## config.mk

```make
export PLATFORM = sky130hd
export DESIGN_NAME = uart_host_master
export DESIGN_NICKNAME = d
export VERILOG_FILES = /design/src/rtl/uart_host_pkg.sv /design/src/rtl/uart_host_timeout.sv /design/src/rtl/uart_host_master.sv
export SDC_FILE = /design/constraint.sdc
export NUM_CORES = 1
export LEC_CHECK = 0
export BUFFER_PORTS_ARGS = -buffer_cell sky130_fd_sc_hd__buf_4
export CELL_PAD_IN_SITES_DETAIL_PLACEMENT = 1
export CELL_PAD_IN_SITES_GLOBAL_PLACEMENT = 1
export CORE_MARGIN = 8
export CORE_UTILIZATION = 37
export CTS_CLUSTER_SIZE = 40
export DETAILED_ROUTE_END_ITERATION = 10
export PLACE_DENSITY = 0.81
export SYNTH_ARGS = -nofsm -noshare
export SYNTH_HDL_FRONTEND = slang
export SYNTH_SLANG_ARGS = --single-unit
```

## constraint.sdc

```tcl
create_clock -name clock -period 2.8 [get_ports clock]
set_clock_uncertainty 0.05 [all_clocks]
set_input_delay 0.84 -clock clock [delete_from_list [all_inputs] [get_ports clock]]
set_output_delay 0.84 -clock clock [all_outputs]
set_load 0.1 [all_outputs]
```

## src/rtl/uart_host_pkg.sv

```systemverilog
// Shared types and protocol constants for the uart2bus host-side initiator.
package uart_host_pkg;

  typedef enum logic [2:0] {
    IDLE,
    SEND,
    GUARD,
    DRAIN,
    WAIT_RSP,
    RESP
  } state_t;

  localparam logic [7:0] BIN_PREFIX = 8'h00;
  localparam logic [7:0] CMD_WRITE  = 8'h20;
  localparam logic [7:0] CMD_READ   = 8'h10;
  localparam logic [7:0] ACK_BYTE   = 8'h5A;
  localparam logic [7:0] LEN_ONE    = 8'h01;

  // Byte at position idx of a single-byte binary command frame.
  function automatic logic [7:0] frame_byte(input logic [2:0]  idx,
                                            input logic        wr,
                                            input logic [15:0] addr,
                                            input logic [7:0]  wdata);
    case (idx)
      3'd0:    frame_byte = BIN_PREFIX;
      3'd1:    frame_byte = wr ? CMD_WRITE : CMD_READ;
      3'd2:    frame_byte = addr[15:8];
      3'd3:    frame_byte = addr[7:0];
      3'd4:    frame_byte = LEN_ONE;
      default: frame_byte = wdata;
    endcase
  endfunction

endpackage

```

## src/rtl/uart_host_timeout.sv

```systemverilog
// Response watchdog: counts cycles while enabled, flags the last allowed cycle.
module uart_host_timeout #(
  parameter logic [15:0] TIMEOUT_CYCLES = 16'd50000
) (
  input  logic clock,
  input  logic reset,
  input  logic clear,
  input  logic enable,
  output logic expire
);

  logic [15:0] count;

  // Cycle counter, held at zero whenever cleared.
  always_ff @(posedge clock or negedge reset) begin
    if (!reset)      count <= '0;
    else if (clear)  count <= '0;
    else if (enable) count <= count + 16'd1;
  end

  assign expire = enable && (count == TIMEOUT_CYCLES - 16'd1);

endmodule

```

## src/rtl/uart_host_master.sv

```systemverilog
// Host initiator for the uart2bus binary protocol: one request -> one frame
// on the uart_top tx byte port, then one response byte from the rx port.
// Optional feature macro: UART_HOST_TIMEOUT_EN (response watchdog).
module uart_host_master
  import uart_host_pkg::*;
#(
  parameter logic [15:0] TIMEOUT_CYCLES = 16'd50000
) (
  input  logic        clock,
  input  logic        reset,
  input  logic        req_valid,
  output logic        req_ready,
  input  logic        req_write,
  input  logic [15:0] req_addr,
  input  logic [7:0]  req_wdata,
  output logic        resp_valid,
  output logic [7:0]  resp_rdata,
  output logic        resp_err,
  output logic [7:0]  tx_data,
  output logic        new_tx_data,
  input  logic        tx_busy,
  input  logic [7:0]  rx_data,
  input  logic        new_rx_data
);

  state_t      state, state_nxt;
  logic        rdy_q;
  logic [2:0]  idx;
  logic        lat_write;
  logic [15:0] lat_addr;
  logic [7:0]  lat_wdata;
  logic [7:0]  rdata_q;
  logic        err_q;
  logic        tmo_exp;
  logic [2:0]  last_idx;

  assign last_idx = lat_write ? 3'd5 : 3'd4;

`ifdef UART_HOST_TIMEOUT_EN
  uart_host_timeout #(.TIMEOUT_CYCLES(TIMEOUT_CYCLES)) u_tmo (
    .clock  (clock),
    .reset  (reset),
    .clear  (state != WAIT_RSP),
    .enable (state == WAIT_RSP),
    .expire (tmo_exp)
  );
`else
  logic unused_tmo_cfg;
  assign unused_tmo_cfg = ^TIMEOUT_CYCLES;
  assign tmo_exp        = 1'b0;
`endif

  // State register.
  always_ff @(posedge clock or negedge reset) begin
    if (!reset) state <= IDLE;
    else        state <= state_nxt;
  end

  // Next state and frame/response strobes.
  always_comb begin
    state_nxt   = state;
    req_ready   = 1'b0;
    new_tx_data = 1'b0;
    tx_data     = '0;
    resp_valid  = 1'b0;
    unique case (state)
      IDLE: begin
        req_ready = rdy_q;
        if (req_valid && rdy_q) state_nxt = SEND;
      end
      SEND: begin
        tx_data = frame_byte(idx, lat_write, lat_addr, lat_wdata);
        if (!tx_busy) begin
          new_tx_data = 1'b1;
          state_nxt   = GUARD;
        end
      end
      // tx_busy lags the strobe by a cycle, so it is not trusted here.
      GUARD:    state_nxt = (idx == last_idx) ? DRAIN : SEND;
      DRAIN:    if (!tx_busy) state_nxt = WAIT_RSP;
      WAIT_RSP: if (new_rx_data || tmo_exp) state_nxt = RESP;
      RESP: begin
        resp_valid = 1'b1;
        state_nxt  = IDLE;
      end
      default:  state_nxt = IDLE;
    endcase
  end

  // Request capture, byte index and response capture.
  always_ff @(posedge clock or negedge reset) begin
    if (!reset) begin
      rdy_q     <= 1'b0;
      idx       <= '0;
      lat_write <= 1'b0;
      lat_addr  <= '0;
      lat_wdata <= '0;
      rdata_q   <= '0;
      err_q     <= 1'b0;
    end else begin
      rdy_q <= 1'b1;
      case (state)
        IDLE: if (req_valid && rdy_q) begin
          lat_write <= req_write;
          lat_addr  <= req_addr;
          lat_wdata <= req_wdata;
          idx       <= '0;
        end
        GUARD: if (idx != last_idx) idx <= idx + 3'd1;
        WAIT_RSP: begin
          // A byte on the expiry cycle takes priority over the timeout.
          if (new_rx_data) begin
            rdata_q <= lat_write ? 8'h00 : rx_data;
            err_q   <= lat_write && (rx_data != ACK_BYTE);
          end else if (tmo_exp) begin
            rdata_q <= '0;
            err_q   <= 1'b1;
          end
        end
        default: ;
      endcase
    end
  end

  assign resp_rdata = (state == RESP) ? rdata_q : 8'h00;
  assign resp_err   = (state == RESP) ? err_q   : 1'b0;

endmodule

```

==> results.sh <==
export IMPL_antenna_found_initial=0
export IMPL_finalPower_uw=3920
export IMPL_slew_violations=0
export IMPL_antenna_cells=0
export IMPL_ios=58
export IMPL_synth_seq_cells=41
export IMPL_max_stage_delay_ns=0.53
export IMPL_dr_pass1_iters=6
export IMPL_dieArea_mm2=0.00870
export IMPL_grt_pass1_vias=1984
export IMPL_clk_pin_slew_ns=0.08
export IMPL_nets=300
export IMPL_yosysTopAreaCell="dfrtp_1"
export IMPL_slowest_stage="or4_4"
export IMPL_vias=1718
export IMPL_grt_max_degree=42
export IMPL_ant_nets=0
export IMPL_syn_to_final_growth_pct=42.9
export IMPL_grt_pass1_wl_mm=10.4
export IMPL_htreeDepth=2
export IMPL_cts_root_buf="clkbuf_8"
export IMPL_critPathArrivalTime_ns=2.23
export IMPL_gr_total_overflow=0
export IMPL_fill_cells=612
export IMPL_ys_warn_count=0
export IMPL_criticalPathCategory="register to primary output"
export IMPL_synth_top_flop_cell="dfrtp_1"
export IMPL_worstMarginPinSlew_ns=0.673
export IMPL_failed_checks="negative setup slack"
export IMPL_synthTopCellsByCount="dfrtp_1 (41), mux2_4 (20), nand2_1 (20), a21oi_1 (10), o21ai_0 (10)"
export IMPL_syn_avg_cell_area_um2=11.7
export IMPL_dpl_worst_slack_ns=-0.0711
export IMPL_rsz0062_at_grt="yes"
export IMPL_required_ns=1.91
export IMPL_globalplace_congestion=0.747
export IMPL_first_iter_violations=37
export IMPL_max_freq_mhz=320
export IMPL_status="finished with violations"
export IMPL_coreArea_mm2=0.00585
export IMPL_finalSetupViolCount=8
export IMPL_drv_cap=0
export IMPL_syn_area_mm2=0.00221
export IMPL_fin_ws_ns=-0.321
export IMPL_hpwl_mm=4.64
export IMPL_rrSetupSlack_ns=0.96
export IMPL_dieHeight_um=93.3
export IMPL_fin_tns_setup_ns=-2.22
export IMPL_path_buf_inv=2
export IMPL_path_max_fanout=7
export IMPL_ir_drop_uv=649
export IMPL_cts_buffers=5
export IMPL_vias_per_cell=5.16
export IMPL_clkSinkCount=41
export IMPL_drcViolationCount=0
export IMPL_relSlewSlack_pct=54.9
export IMPL_finalCriticalPeriod_ns=3.12
export IMPL_finalHoldViolations=0
export IMPL_multiInputGateArea_mm2=0.00125
export IMPL_power_density_mw_per_mm2=1240
export IMPL_syn_inst=189
export IMPL_yosysMostFrequentCell="dfrtp_1"
export IMPL_worstSkewPairLatency_ns=0.29
export IMPL_yosys_cell_types_count=44
export IMPL_hold_ws_ns=0.438
export IMPL_worstPathCellList="inv_2 -> ha_4 -> or4_4 -> and2_4 -> a211oi_4 -> buf_12"
export IMPL_syn_nets=232
export IMPL_synth_top_area_share_pct=46.4
export IMPL_portBuffers=57
export IMPL_synth_edf_count=0
export IMPL_critPathTopFamily="simple AND/OR/NAND/NOR gates"
export IMPL_ys_top_cells_by_area="dfrtp_1 (46%), mux2_4 (14%), a211oi_2 (4.0%)"
export IMPL_die_w_um=93.3
export IMPL_track_usage_pct=15.1
export IMPL_initial_core_util_pct=37.8
export IMPL_rows=28
export IMPL_async_reset_ff_share_pct=100
export IMPL_min_path_type="register to register"
export IMPL_fin_crit_sh_pct=111
export IMPL_clk_path_buf_depth=2
export IMPL_ff_latch_area_mm2=0.00103
export IMPL_drive_gt1_share_pct=55.8
export IMPL_cts_tree="done"
export IMPL_drt_wl_total_mm=6.36
export IMPL_wl_per_cell_um=19.1
export IMPL_ys_seq_area_share_pct=46.4
export IMPL_cp_start_kind="register"
export IMPL_endpoint_kind="primary output"
export IMPL_p_leak_uw=0.00143
## cells in the final DEF (no fill, tap or decap), types with 2 or more instances in the layout
master	synthesis	routed
buf_4	0	65
dfrtp_1	41	40
mux2_4	20	20
nand2_1	20	20
and2_4	1	9
o21ai_0	10	9
buf_12	0	8
a21oi_2	0	7
a211oi_4	0	7
a22oi_1	5	5
mux2_1	5	5
clkbuf_8	0	5
o21ai_1	4	4
inv_2	1	3
nand2b_1	3	3
inv_1	4	2
or3_1	2	2
nor2_4	0	2
a222oi_1	2	2
nand4b_1	2	2
a21oi_1	10	2
ha_4	0	2
ha_2	0	2
## stage by stage
stage | instances | area [um^2] | utilization (%)
3_3_place_gp | 324 | 2890 | 49.4
5_1_grt | 333 | 3160 | 54.0
2_1_floorplan | 189 | 2350 | -
6_report | 333 | 3160 | 54.0
3_5_place_dp | 324 | 2890 | 49.4
4_1_cts | 332 | 3130 | 53.4
## cell families after synthesis
kind of cell	synth area share (%)
compound gates	15.2
simple gates	14.0
flops	46.4
xor+xnor	0.396
buf+inv	4.81
other cells	0.170
fa+ha+maj	2.83
mux	16.1
## report_power, final
| part | total, uW | internal, uW | switching, uW |
|---|---|---|---|
| logic | 2350 | 982 | 1370 |
| clock network | 499 | 267 | 232 |
| registers | 1080 | 869 | 208 |
| total | 3920 | 2120 | 1810 |
## path summary, 6_finish.rpt
kind	end	cells after the start	start
max in group asynchronous	idx[0]	1	reset
worst max-delay path	tx_data[3]	6	idx[1]
min in group asynchronous	lat_wdata[0]	1	reset
worst min-delay path	rdata_q[1]	2	rdata_q[1]
worst min register to register	rdata_q[1]	2	rdata_q[1]
worst max register to register	lat_addr[13]	4	state[2]
## what timing repair did
item	CTS	global route
pin swaps	1	0
cloned	0	0
resized for setup	31	6
setup endpoints to repair	8	8
hold buffers	0	0
setup buffers	0	1
## final cells by class
cell class / count / share of cell area [%]
clock buffers: 5 / 2.18
clock inverters: 3 / 1.47
inverters: 6 / 0.713
flip-flops and latches: 41 / 32.5
repair buffers: 73 / 20.5
multi-input cells: 130 / 39.6
well taps: 75 / 2.97
## worst reg2reg max path, cell delays in order, from the launching register on
cell and delay, ns:
dfrtp_1 0.38, buf_4 0.17, nor4b_4 0.36, nand2_4 0.32, mux2_1 0.45
## per-layer routing
| metal | GRT usage (%) | vias up | part of all wire, % |
|---|---|---|---|
| met5 | 0 | - | 0 |
| met4 | 2.68 | 0 | 0.88 |
| met3 | 5.05 | 7 | 5.6 |
| met2 | 26.9 | 53 | 52 |
| met1 | 17.3 | 860 | 42 |
| li1 | - | 798 | - |
## registers in the layout, summed over array words and instances (netlist names)
signal	count
lat_addr	16
idx	3
err_q	1
rdy_q	1
lat_write	1
rdata_q	8
state	3
lat_wdata	8
Power figures use the tool's default switching activity.
